===== config.mk =====
export PLATFORM = sky130hd
export DESIGN_NAME = rx_fifo_ctrl_flat
export DESIGN_NICKNAME = d
export VERILOG_FILES = /design/src/rtl/rx_fifo_pkg.sv /design/src/rtl/rx_fifo_ctrl_if.sv /design/src/rtl/rx_skid_buf.sv /design/src/rtl/rx_fifo_ctrl.sv /design/src/flat_wrapper.sv
export SDC_FILE = /design/constraint.sdc
export NUM_CORES = 1
export LEC_CHECK = 0
export BUFFER_PORTS_ARGS = -buffer_cell sky130_fd_sc_hd__buf_4
export CORE_MARGIN = 5
export CORE_UTILIZATION = 35
export CTS_BUF_LIST = sky130_fd_sc_hd__clkbuf_16
export CTS_CLUSTER_SIZE = 25
export DETAILED_ROUTE_END_ITERATION = 12
export MAX_ROUTING_LAYER = met4
export PLACE_DENSITY = 0.61
export RECOVER_POWER = 100
export SYNTH_ARGS = -nofsm -noshare
export SYNTH_HDL_FRONTEND = slang
export SYNTH_SLANG_ARGS = --single-unit

===== constraint.sdc =====
create_clock -name CLKip -period 3.05 [get_ports CLKip]
set_input_delay 0.61 -clock CLKip [delete_from_list [all_inputs] [get_ports CLKip]]
set_output_delay 0.61 -clock CLKip [all_outputs]
set_load 0.05 [all_outputs]

===== src/rtl/rx_fifo_pkg.sv =====
// Shared types and constants for the UART RX FIFO read-side controller.
package rx_fifo_pkg;

    typedef enum logic [1:0] {
        BUF_EMPTY = 2'd0,
        BUF_ONE   = 2'd1,
        BUF_TWO   = 2'd2
    } buf_state_t;

    typedef enum logic {
        RTS_GO   = 1'b0,
        RTS_HALT = 1'b1
    } rts_state_t;

    localparam logic [7:0] OVR_CNT_MAX = 8'hFF;

endpackage


===== src/rtl/rx_fifo_ctrl_if.sv =====
// FIFO read port plus consumer valid/ready stream, bundled as one interface.
// The master side is the controller; the slave side is the FIFO/consumer.
interface rx_fifo_ctrl_if #(
    parameter int DATA_WIDTH = 8
);

    logic                  FIFO_RDo;
    logic                  FIFO_FULLi;
    logic                  FIFO_EMPTYi;
    logic [DATA_WIDTH-1:0] FIFO_DATAi;
    logic [DATA_WIDTH-1:0] M_DATAo;
    logic                  M_VALIDo;
    logic                  M_READYi;

    modport master (
        output FIFO_RDo,
        input  FIFO_FULLi,
        input  FIFO_EMPTYi,
        input  FIFO_DATAi,
        output M_DATAo,
        output M_VALIDo,
        input  M_READYi
    );

    modport slave (
        input  FIFO_RDo,
        output FIFO_FULLi,
        output FIFO_EMPTYi,
        output FIFO_DATAi,
        input  M_DATAo,
        input  M_VALIDo,
        output M_READYi
    );

endinterface


===== src/rtl/rx_skid_buf.sv =====
// Two-entry output buffer that absorbs the FIFO's registered read latency.
// Bytes captured from the FIFO leave in arrival order on a valid/ready port;
// the head entry is always what the consumer sees.
module rx_skid_buf
    import rx_fifo_pkg::*;
#(
    parameter int DATA_WIDTH = 8
) (
    input  logic                  CLKip,
    input  logic                  RSTi,
    input  logic                  cap_en,
    input  logic [DATA_WIDTH-1:0] cap_data,
    input  logic                  out_ready,
    output logic [DATA_WIDTH-1:0] out_data,
    output logic                  out_valid,
    output logic [1:0]            buf_cnt
);

    buf_state_t            state_q;
    logic [DATA_WIDTH-1:0] head_q;
    logic [DATA_WIDTH-1:0] tail_q;
    logic                  valid_q;
    logic                  fire;

    assign fire      = valid_q & out_ready;
    assign out_data  = head_q;
    assign out_valid = valid_q;

    // Buffer state machine: head/tail storage with a registered valid flag.
    always_ff @(posedge CLKip or posedge RSTi) begin
        if (RSTi) begin
            state_q <= BUF_EMPTY;
            head_q  <= '0;
            tail_q  <= '0;
            valid_q <= 1'b0;
        end else begin
            case (state_q)
                BUF_EMPTY: begin
                    if (cap_en) begin
                        head_q  <= cap_data;
                        state_q <= BUF_ONE;
                        valid_q <= 1'b1;
                    end
                end
                BUF_ONE: begin
                    if (cap_en && !fire) begin
                        tail_q  <= cap_data;
                        state_q <= BUF_TWO;
                    end else if (cap_en && fire) begin
                        head_q  <= cap_data;
                    end else if (fire) begin
                        state_q <= BUF_EMPTY;
                        valid_q <= 1'b0;
                    end
                end
                BUF_TWO: begin
                    if (fire) begin
                        head_q <= tail_q;
                        if (cap_en) begin
                            tail_q <= cap_data;
                        end else begin
                            state_q <= BUF_ONE;
                        end
                    end
                end
                default: begin
                    state_q <= BUF_EMPTY;
                    valid_q <= 1'b0;
                end
            endcase
        end
    end

    // Occupancy reported to the pop credit logic.
    always_comb begin
        buf_cnt = 2'd0;
        case (state_q)
            BUF_ONE: buf_cnt = 2'd1;
            BUF_TWO: buf_cnt = 2'd2;
            default: buf_cnt = 2'd0;
        endcase
    end

endmodule


===== src/rtl/rx_fifo_ctrl.sv =====
// Read-side sequencer for the UART RX FIFO: issues pops on a 2-entry credit,
// feeds the output buffer, tracks a shadow occupancy level, drives hysteretic
// RTS toward the remote transmitter and records dropped bytes.
module rx_fifo_ctrl
    import rx_fifo_pkg::*;
#(
    parameter int DATA_WIDTH  = 8,
    parameter int FIFO_DEPTH  = 16,
    parameter int LVL_W       = $clog2(FIFO_DEPTH) + 1,
    parameter int RTS_OFF_LVL = 12,
    parameter int RTS_ON_LVL  = 4
) (
    input  logic             CLKip,
    input  logic             RSTi,
    input  logic             WR_STBi,
    rx_fifo_ctrl_if.master   bus,
    output logic             RTS_No,
    output logic [LVL_W-1:0] LEVELo,
    output logic             OVERRUNo,
    output logic [7:0]       OVR_CNTo,
    input  logic             OVR_CLRi
);

    localparam logic [LVL_W-1:0] LVL_MAX = LVL_W'(FIFO_DEPTH);
    localparam logic [LVL_W-1:0] OFF_LVL = LVL_W'(RTS_OFF_LVL);
    localparam logic [LVL_W-1:0] ON_LVL  = LVL_W'(RTS_ON_LVL);

    logic                  wr_acc;
    logic                  drop;
    logic                  rd;
    logic                  inflight_q;
    logic                  out_fire;
    logic [1:0]            buf_cnt;
    logic [2:0]            occ;
    logic [DATA_WIDTH-1:0] m_data;
    logic                  m_valid;
    logic [LVL_W-1:0]      level_q;
    logic [LVL_W-1:0]      level_next;
    rts_state_t            rts_state_q;
    logic                  rts_n_q;
    logic                  ovr_q;
    logic [7:0]            ovr_cnt_q;

    assign wr_acc   = WR_STBi & ~bus.FIFO_FULLi;
    assign drop     = WR_STBi & bus.FIFO_FULLi;
    assign out_fire = m_valid & bus.M_READYi;

    // Bytes already held plus the one arriving, minus the one leaving, must
    // leave room in the buffer before another pop is allowed.
    always_comb begin
        occ = {1'b0, buf_cnt} + {2'b00, inflight_q} - {2'b00, out_fire};
        rd  = ~bus.FIFO_EMPTYi & (occ < 3'd2);
    end

    assign bus.FIFO_RDo = rd;
    assign bus.M_DATAo  = m_data;
    assign bus.M_VALIDo = m_valid;
    assign RTS_No       = rts_n_q;
    assign LEVELo       = level_q;
    assign OVERRUNo     = ovr_q;
    assign OVR_CNTo     = ovr_cnt_q;

    rx_skid_buf #(
        .DATA_WIDTH (DATA_WIDTH)
    ) u_skid_buf (
        .CLKip     (CLKip),
        .RSTi      (RSTi),
        .cap_en    (inflight_q),
        .cap_data  (bus.FIFO_DATAi),
        .out_ready (bus.M_READYi),
        .out_data  (m_data),
        .out_valid (m_valid),
        .buf_cnt   (buf_cnt)
    );

    // Remember last cycle's pop; its data is on FIFO_DATAi this cycle.
    always_ff @(posedge CLKip or posedge RSTi) begin
        if (RSTi) begin
            inflight_q <= 1'b0;
        end else begin
            inflight_q <= rd;
        end
    end

    // Next shadow level, clamped so it can never wrap.
    always_comb begin
        level_next = level_q;
        if (wr_acc && !rd && level_q != LVL_MAX) begin
            level_next = level_q + LVL_W'(1);
        end else if (!wr_acc && rd && level_q != '0) begin
            level_next = level_q - LVL_W'(1);
        end
    end

    // Shadow FIFO occupancy register.
    always_ff @(posedge CLKip or posedge RSTi) begin
        if (RSTi) begin
            level_q <= '0;
        end else begin
            level_q <= level_next;
        end
    end

    // RTS hysteresis: halt at the high mark, resume only at the low mark.
    always_ff @(posedge CLKip or posedge RSTi) begin
        if (RSTi) begin
            rts_state_q <= RTS_GO;
            rts_n_q     <= 1'b0;
        end else begin
            case (rts_state_q)
                RTS_GO: begin
                    if (level_next >= OFF_LVL) begin
                        rts_state_q <= RTS_HALT;
                        rts_n_q     <= 1'b1;
                    end
                end
                RTS_HALT: begin
                    if (level_next <= ON_LVL) begin
                        rts_state_q <= RTS_GO;
                        rts_n_q     <= 1'b0;
                    end
                end
                default: begin
                    rts_state_q <= RTS_GO;
                    rts_n_q     <= 1'b0;
                end
            endcase
        end
    end

    // Sticky overrun flag and saturating drop counter; a drop beats a clear.
    always_ff @(posedge CLKip or posedge RSTi) begin
        if (RSTi) begin
            ovr_q     <= 1'b0;
            ovr_cnt_q <= 8'd0;
        end else if (OVR_CLRi && drop) begin
            ovr_q     <= 1'b1;
            ovr_cnt_q <= 8'd1;
        end else if (OVR_CLRi) begin
            ovr_q     <= 1'b0;
            ovr_cnt_q <= 8'd0;
        end else if (drop) begin
            ovr_q <= 1'b1;
            if (ovr_cnt_q != OVR_CNT_MAX) begin
                ovr_cnt_q <= ovr_cnt_q + 8'd1;
            end
        end
    end

endmodule


===== src/flat_wrapper.sv =====
// flat-port wrapper written by rule: the top's interface ports become plain ports
module rx_fifo_ctrl_flat import rx_fifo_pkg::*;
#(
    parameter int DATA_WIDTH  = 8,
    parameter int FIFO_DEPTH  = 16,
    parameter int LVL_W       = $clog2(FIFO_DEPTH) + 1,
    parameter int RTS_OFF_LVL = 12,
    parameter int RTS_ON_LVL  = 4
)
  (CLKip, RSTi, WR_STBi, RTS_No, LEVELo, OVERRUNo, OVR_CNTo, OVR_CLRi, bus_FIFO_RDo, bus_FIFO_FULLi, bus_FIFO_EMPTYi, bus_FIFO_DATAi, bus_M_DATAo, bus_M_VALIDo, bus_M_READYi);
  rx_fifo_ctrl_if #(.DATA_WIDTH(DATA_WIDTH)) bus_i ();
  input  logic CLKip;
  input  logic RSTi;
  input  logic WR_STBi;
  output logic RTS_No;
  output logic [LVL_W-1:0] LEVELo;
  output logic OVERRUNo;
  output logic [7:0] OVR_CNTo;
  input  logic OVR_CLRi;
  output wire logic [$bits(bus_i.FIFO_RDo)-1:0] bus_FIFO_RDo;
  input wire logic [$bits(bus_i.FIFO_FULLi)-1:0] bus_FIFO_FULLi;
  input wire logic [$bits(bus_i.FIFO_EMPTYi)-1:0] bus_FIFO_EMPTYi;
  input wire logic [$bits(bus_i.FIFO_DATAi)-1:0] bus_FIFO_DATAi;
  output wire logic [$bits(bus_i.M_DATAo)-1:0] bus_M_DATAo;
  output wire logic [$bits(bus_i.M_VALIDo)-1:0] bus_M_VALIDo;
  input wire logic [$bits(bus_i.M_READYi)-1:0] bus_M_READYi;
  assign bus_FIFO_RDo = bus_i.FIFO_RDo;
  assign bus_i.FIFO_FULLi = bus_FIFO_FULLi;
  assign bus_i.FIFO_EMPTYi = bus_FIFO_EMPTYi;
  assign bus_i.FIFO_DATAi = bus_FIFO_DATAi;
  assign bus_M_DATAo = bus_i.M_DATAo;
  assign bus_M_VALIDo = bus_i.M_VALIDo;
  assign bus_i.M_READYi = bus_M_READYi;
  rx_fifo_ctrl #(.DATA_WIDTH(DATA_WIDTH), .FIFO_DEPTH(FIFO_DEPTH), .LVL_W(LVL_W), .RTS_OFF_LVL(RTS_OFF_LVL), .RTS_ON_LVL(RTS_ON_LVL)) u_core (.CLKip(CLKip), .RSTi(RSTi), .WR_STBi(WR_STBi), .bus(bus_i), .RTS_No(RTS_No), .LEVELo(LEVELo), .OVERRUNo(OVERRUNo), .OVR_CNTo(OVR_CNTo), .OVR_CLRi(OVR_CLRi));
endmodule

==> metrics.yaml, run 1 <==
slew_violations: 0
die_area_um2: 7080
timing.fmax_mhz: 338
die_x_um: 84.2
fin_util: 0.470
cp.arrival_ns: 2.35
crit_required_ns: 2.44
hold_viol: 0
viasPerCell: 4.81
synth_largest_area_cell: "dfrtp_1"
setup_viol: 0
initial_core_util: 0.354
synth_nets: 201
synth_area_per_cell_um2: 10.8
io_pins: 40
area_growth_pct: 33.0
dpl.hpwl_mm: 2.93
holdPathStages: 2
cts_tree: "done"
first_pass_iters: 4
min_period_ns: 2.96
slew_headroom: 0.253
synth_seq_cells: 36
timing.final.ws_setup_ns: 0.0947
crit_type: "in2out"
period_share: 0.969
clk_path_buf_depth: 2
pwr_density_cell_nw_per_um2: 1050
portBuffers: 39
clock_latency_ns: 0.28
drive_gt1_frac: 0.356
cts_sinks: 36
path_clk_slew_ns: 0.06
numCtsBuffers: 5
p_leak_nw: 1.24
hold_ws_ns: 0.481
hold_class: "reg2reg"
skew_ns: 0.00742
synth_top_area_share: 0.468
core_um2: 5440
nNetsFinal: 257
r2r_cells: 13
grt_pass1_vias: 1478
die_h_um: 84.2
cp-end-kind: "output pin"
grt_antenna_before_repair: 0
reg2reg_to: "u_core.rts_state_q$_DFF_PP0_"
drv_cap: 0
drc_errors: 0
row_count: 27
tightest_slew_ns: 1.12
vias: 1480
status: "finished clean"
startpoint_type: "input port"
peakVddDrop_mv: 0.493
grt_max_degree: 21
reg2reg_from: "u_core.u_skid_buf.out_valid$_DFFE_PP0P_"
htree_levels: 2
ys_types: 44
ant_nets: 0
final_area_um2: 2560
r2r_slack_ns: 0.21
worstHoldStart: "u_core.u_skid_buf.out_data[6]$_DFFE_PP0P_"
clock-root-buffer: "clkbuf_16"
yosysWarnings: 0
drt_iter0_markers: 48
grt_first_pass_wirelength_mm: 6.86
place_congestion: 0.785
dp_slack_ns: -0.108
synthCells: 179
n_antenna_cell: 0
nFillCells: 515
synth_area_leaders: "dfrtp_1 47%, mux2_2 5.3%, mux2i_1 4.7%, ha_1 3.9%, o21ai_0 3.6%"
grt-ovfl-total: 0
min_to: "u_core.u_skid_buf.out_data[6]$_DFFE_PP0P_"
cp_max_fo: 6
dpl_cell_area_um2: 2370
routedWlPerCell_um: 12.9
grtUsageTotal: 0.122
netlist_area_um2: 1920
wirelength_mm: 3.96
ys_seq_area_frac: 0.468
placed cells by master, fill, tap and decap left out, types with 3 or more instances in the layout:
cell type / instances
ha_1: 6
nand4_1: 3
nand2_1: 13
xor2_1: 7
nor2_1: 17
dfrtp_1: 34
buf_4: 48
o21ai_0: 14
mux2i_1: 9
nand3_1: 4
inv_1: 12
o211ai_1: 4
clkbuf_16: 5
nand2b_1: 4
mux2_2: 9
clkbuf_1: 3
stage by stage:
stage | TNS [ns] | power [mW] | std cells
CTS | 0 | 2.65 | 303
detailed placement | -0.193 | 2.13 | 295
floorplan | 0 | 1.76 | 179
global route | -0.0106 | 2.86 | 308
finish | 0 | 2.68 | 308
global placement | -0.101 | 2.12 | 295
power by group:
| group | internal (mW) | switching, mW | total [mW] |
|---|---|---|---|
| Clock | 0.303 | 0.201 | 0.505 |
| Combinational | 0.565 | 0.791 | 1.36 |
| Sequential | 0.654 | 0.164 | 0.818 |
| Total | 1.52 | 1.16 | 2.68 |
cells in the mapped netlist, drive strengths merged:
cell type / count
xor2: 8
and3: 1
o32ai: 2
a221o: 1
a211oi: 1
and4: 2
a22o: 1
or4: 2
a21o: 1
o211a: 1
dfrtp: 36
nor2b: 1
clkbuf: 2
nor2: 18
a211o: 1
a22oi: 2
a21oi: 2
fa: 1
o221a: 1
a21boi: 1
o22ai: 3
nand3: 5
nand2: 14
nand2b: 6
xnor2: 2
o211ai: 4
mux2: 10
or3b: 1
nor4: 1
ha: 6
o21ai: 15
buf: 2
nand4: 3
or3: 1
mux2i: 9
inv: 12
metal layers:
metal,track usage,vias to the layer above,part of all wire
li1,-,742,-
met3,0.0324,7,0.053
met4,0.0526,0,0.019
met2,0.178,38,0.44
met5,-,-,0
met1,0.158,693,0.49
cells by family after synthesis:
family	count (synthesis)	synth area share
XOR/XNOR	10	0.0592
adder cells (fa/ha/maj)	7	0.0494
buffers and inverters	16	0.0338
AND/OR/NAND/NOR	55	0.150
AO/OA/AOI/OAI	36	0.134
multiplexers	19	0.105
flip-flops	36	0.468
worst max path at each step:
stage                     slack [ns]                      endpoint  depth (start not counted)         start
after floorplan                 0.01  u_core.rts_state_q$_DFF_PP0_                         11  bus_M_READYi
after global placement         -0.07  u_core.rts_state_q$_DFF_PP0_                         12  bus_M_READYi
after detailed placement       -0.11  u_core.rts_state_q$_DFF_PP0_                         12  bus_M_READYi
after CTS                       0.03                  bus_FIFO_RDo                         10  bus_M_READYi
after global routing           -0.01                  bus_FIFO_RDo                         10  bus_M_READYi
final                           0.09                  bus_FIFO_RDo                         10  bus_M_READYi
flip-flops by register name, indices dropped and copies added, names as in the netlist:
name and cells:
u_core.OVR_CNTo 8, u_core.u_skid_buf.out_data 8, u_core.u_skid_buf.tail_q 8, u_core.LEVELo 5
u_core.u_skid_buf.state_q 2, u_core.OVERRUNo 1, u_core.RTS_No 1, u_core.inflight_q 1
u_core.rts_state_q 1, u_core.u_skid_buf.out_valid 1
repair_timing:
item,CTS,global route
endpoints found under the setup margin,0,1
hold buffers,0,0
setup buffers,0,5
gates resized for setup,0,5
critical path, cell delays in order:
cell      delay (ns)
buf_4           0.09
nand2_2         0.06
ha_1            0.27
inv_1           0.07
nand3_2         0.09
fa_2            0.60
nand2b_4        0.08
buf_4           0.14
nor2_4          0.16
buf_6           0.18
cell type report:
class | instances | area, µm² | area share
Sequential cell | 36 | 903 | 0.353
Clock inverter | 3 | 23.8 | 0.00929
Clock buffer | 5 | 125 | 0.0489
Timing Repair Buffer | 53 | 390 | 0.153
Inverter | 12 | 45.0 | 0.0176
Multi-Input combinational cell | 127 | 981 | 0.383
Tap cell | 72 | 90.1 | 0.0352
Power figures use the tool's default switching activity.
==> run 2, diff against run 1 <==
REMOVE_ABC_BUFFERS = 1   (was not set)
==> run 2 against run 1 <==
Clock-buffer cell count is the same. Clock skew shrank 0.0050 ns. Global-route usage grew 0.38 points. Clock power shrank 5.9%. Wire length grew 0.40%. Final cell count shrank 1.3%. Flip-flop and latch count is the same. Total power shrank 1.6%. Hold slack lost 0.074 ns.
==> metrics.yaml, run 2 (same netlist as run 1, synthesis figures left out) <==
r2r_cells: 11
numCtsBuffers: 5
period_share: 0.958
final_area_um2: 2510
cp-end-kind: "output pin"
dpl.hpwl_mm: 2.90
die_area_um2: 7080
drc_errors: 0
grt_max_degree: 22
crit_type: "in2out"
r2r_slack_ns: 0.15
path_clk_slew_ns: 0.05
routedWlPerCell_um: 13.1
io_pins: 40
crit_required_ns: 2.44
reg2reg_to: "u_core.rts_state_q$_DFF_PP0_"
min_period_ns: 2.92
startpoint_type: "input port"
path_cells: "buf_4, nand2_2, ha_1, inv_1, nand3_2, fa_2, nand2b_4, nor2_4, buf_4"
fin_util: 0.462
slew_violations: 0
htree_levels: 2
vias: 1449
die_x_um: 84.2
cp_slowest_cell: "fa_2"
hold_viol: 0
initial_core_util: 0.354
clock-root-buffer: "clkbuf_16"
viasPerCell: 4.77
skew_ns: 0.00244
cts_sinks: 36
crit_family: "adder cells"
timing.final.ws_setup_ns: 0.129
dp_slack_ns: -0.175
max_stage_delay_ns: 0.60
drt_iter0_markers: 35
hold_class: "in2async"
place_congestion: 0.846
cts_tree: "done"
final_cell_mix: "46 x buf_4, 36 x dfrtp_1, 17 x nor2_1"
grt_first_pass_wirelength_mm: 7.10
grt_antenna_before_repair: 0
slew_headroom: 0.222
tightest_slew_ns: 1.17
hold_buffers: 0
grt_pass1_vias: 1504
ant_nets: 0
setup_viol: 0
finalNonFillerCells: 304
status: "finished clean"
timing.fmax_mhz: 342
critPathBufInv: 3
cp.arrival_ns: 2.31
grt-ovfl-total: 0
clk_path_buf_depth: 2
clock_latency_ns: 0.27
post-place-cells: 294
hold_ws_ns: 0.407
die_h_um: 84.2
path_common_cell: "buf_4"
drive_gt1_frac: 0.323
area_growth_pct: 30.7
peakVddDrop_mv: 0.514
row_count: 27
wirelength_mm: 3.98
layout_commonest_cell: "buf_4"
core_um2: 5440
reg2reg_from: "u_core.u_skid_buf.out_valid$_DFFE_PP0P_"
first_pass_iters: 4
dpl_cell_area_um2: 2350
nNetsFinal: 253
grtUsageTotal: 0.126
cp_max_fo: 6
drv_cap: 0
n_antenna_cell: 0
portBuffers: 39
p_leak_nw: 1.23
pwr_density_cell_nw_per_um2: 1050
## run 2: cell types whose count changed in the layout (fill, tap and decap cells not counted), sizes merged
cell      delta
buf          -3
clkinvlp     -2
inv          +2
clkbuf       -1
## run 2: worst max path at each step
stage	from	endpoint	depth (start not counted)
global placement	bus_M_READYi	u_core.rts_state_q$_DFF_PP0_	12
finish	bus_M_READYi	bus_FIFO_RDo	9
CTS	u_core.u_skid_buf.out_valid$_DFFE_PP0P_	bus_FIFO_RDo	8
global route	u_core.u_skid_buf.out_valid$_DFFE_PP0P_	u_core.rts_state_q$_DFF_PP0_	11
floorplan	u_core.u_skid_buf.out_valid$_DFFE_PP0P_	u_core.rts_state_q$_DFF_PP0_	11
detailed placement	bus_M_READYi	u_core.rts_state_q$_DFF_PP0_	12
## run 2: cell type report
class,instances,area [µm²]
clock buffers,5,125
clock inverters,3,11.3
fillers,525,2920
inverters,12,45.0
multi-input cells,127,982
flip-flops and latches,36,901
well taps,72,90.1
repair buffers,49,360
## run 2: per-stage QoR
stage                     power, mW  setup TNS, ns
after floorplan                1.73         -0.823
after global placement         2.09         -0.191
after detailed placement       2.12         -0.300
after CTS                      2.61              0
after global routing           2.82       -0.00733
final                          2.64              0
## run 2: where the power goes
part	switching [mW]	internal, mW
clock	0.181	0.294
combinational	0.794	0.550
sequential	0.165	0.653
## run 2: repair_timing
item / 4_1_cts / 5_1_grt
hold endpoints to repair: 0 / 0
gates resized for setup: 1 / 6
setup endpoints to repair: 1 / 3
buffers inserted: 0 / 2
pin swaps: 0 / 5
## run 2: metal layers
| layer | wire (µm) | global-route usage |
|---|---|---|
| met5 | 0 | - |
| met4 | 18 | 0.0307 |
| met1 | 2000 | 0.174 |
| met3 | 166 | 0.0334 |
| met2 | 1790 | 0.183 |
==> run 3, diff against run 2 <==
clock period = 3.35 ns   (was 3.05 ns; I/O delays follow)
==> run 3 against run 2 <==
The flow now finishes with violations (max-capacitance violations, max-slew violations). Non-clock buffer count down 8. Critical path depth unchanged. First-iteration DRC count up 23%. Hold slack better by 0.069 ns. Worst setup slack better by 0.080 ns. Global-route usage up 0.31 points. Clock-buffer cell count unchanged. Sequential share of layout area up 3.1 points. Die area unchanged. Sequential power down 10%.
==> metrics.yaml, run 3 (same netlist as run 1, synthesis figures left out) <==
r2r_cells: 11
clk_path_buf_depth: 2
portBuffers: 39
viasPerCell: 4.88
reg2reg_from: "u_core.u_skid_buf.out_valid$_DFFE_PP0P_"
post-place-cells: 288
cts_resized: 0
core_um2: 5440
numCtsBuffers: 5
rsz0062_at_grt: "false"
area_growth_pct: 20.4
grt_max_degree: 37
grt-ovfl-total: 0
routedWlPerCell_um: 13.0
p_int_mw: 1.21
grt_first_pass_wirelength_mm: 7.28
peakVddDrop_mv: 0.476
pwr_density_cell_nw_per_um2: 950
n_antenna_cell: 0
status: "finished, violations left"
timing.fmax_mhz: 318
tightest_slew_ns: 1.98
r2r_slack_ns: 0.35
setup_viol: 0
p_leak_nw: 1.08
slew_violations: 37
crit_start: "bus_M_READYi"
crit_required_ns: 2.68
hold_viol: 0
crit_type: "in2out"
die_x_um: 84.2
period_share: 0.938
cp_max_fo: 6
grt_antenna_before_repair: 0
die_h_um: 84.2
initial_core_util: 0.354
final_cell_mix: "36 x dfrtp_1, 27 x clkbuf_1, 17 x nor2_1"
drc_errors: 0
switchingPower_mw: 0.994
final_area_um2: 2320
min_period_ns: 3.14
dpl_cell_area_um2: 2300
slew_headroom: -0.322
holdPathStages: 2
pwr-share-seq: 0.335
startpoint_type: "input port"
drv_cap: 1
violations: "max-capacitance violations, max-slew violations"
fin_util: 0.426
cp-end-kind: "output pin"
path_clk_slew_ns: 0.05
p_sw_frac: 0.452
cts_sinks: 36
dpl.hpwl_mm: 2.72
first_pass_iters: 4
post_cts_buffers: 0
grt_pass1_vias: 1537
cts_tree: "done"
htree_levels: 2
row_count: 27
place_congestion: 0.864
hold_class: "reg2reg"
drive_gt1_frac: 0.161
min_to: "u_core.u_skid_buf.out_data[3]$_DFFE_PP0P_"
nNetsFinal: 245
finalNonFillerCells: 296
ant_nets: 0
io_pins: 40
p_comb_frac: 0.466
layout_commonest_cell: "dfrtp_1"
worstHoldStart: "u_core.u_skid_buf.out_data[3]$_DFFE_PP0P_"
vias: 1445
clock_latency_ns: 0.27
drt_iter0_markers: 43
p_clk_frac: 0.199
hold_buffers: 0
clock-root-buffer: "clkbuf_16"
grtUsageTotal: 0.129
cp.arrival_ns: 2.47
die_area_um2: 7080
skew_ns: 0.00339
wirelength_mm: 3.86
reg2reg_to: "u_core.rts_state_q$_DFF_PP0_"
==> run 3: worst max-delay path: stages <==
cell and delay, ns:
buf_4 0.08, nand2_1 0.09, ha_1 0.30, inv_1 0.05
nand3_1 0.09, fa_1 0.52, nand2b_1 0.14, nor2_2 0.27
buf_4 0.25
==> run 3: cell type report <==
| cell class | count | area [µm²] |
|---|---|---|
| Clock buffer | 5 | 125 |
| Fill cell | 560 | 3120 |
| Timing Repair Buffer | 41 | 206 |
| Sequential cell | 36 | 901 |
| Tap cell | 72 | 90.1 |
| Multi-Input combinational cell | 127 | 935 |
| Inverter | 12 | 45.0 |
| Clock inverter | 3 | 13.8 |
==> run 3: how the worst max path moves through the flow <==
stage,end,slack [ns],cells past startpoint
final,bus_FIFO_RDo,0.21,9
after global routing,bus_FIFO_RDo,0.05,9
after CTS,bus_FIFO_RDo,0.19,9
after detailed placement,u_core.rts_state_q$_DFF_PP0_,0.06,12
after global placement,u_core.rts_state_q$_DFF_PP0_,0.11,12
after floorplan,u_core.rts_state_q$_DFF_PP0_,-0.08,11
==> run 3: routing by layer <==
metal  routed length [µm]  GRT usage  up-vias
met5                    0          -        -
met4                   47     0.0395        0
met3                  176     0.0334        5
met2                 1670      0.190       34
met1                 1970      0.173      689
li1                     -          -      717
==> run 3: metrics by stage <==
stage | TNS (ns) | power (mW) | setup WS (ns) | hold WS, ns
2_1_floorplan | -0.123 | 1.57 | -0.0848 | 0.480
3_3_place_gp | 0 | 1.87 | 0.110 | 0.466
3_5_place_dp | 0 | 1.88 | 0.0627 | 0.472
4_1_cts | 0 | 2.34 | 0.189 | 0.484
5_1_grt | 0 | 2.38 | 0.0471 | 0.520
6_report | 0 | 2.20 | 0.209 | 0.476
==> run 3: power by group through the flow <==
stage	registers (mW)	clock network (mW)	logic [mW]
after floorplan	1.02	0	0.557
after global placement	0.745	0	1.12
after detailed placement	0.749	0	1.13
after CTS	0.745	0.453	1.14
after global routing	0.772	0.472	1.14
final	0.736	0.438	1.03
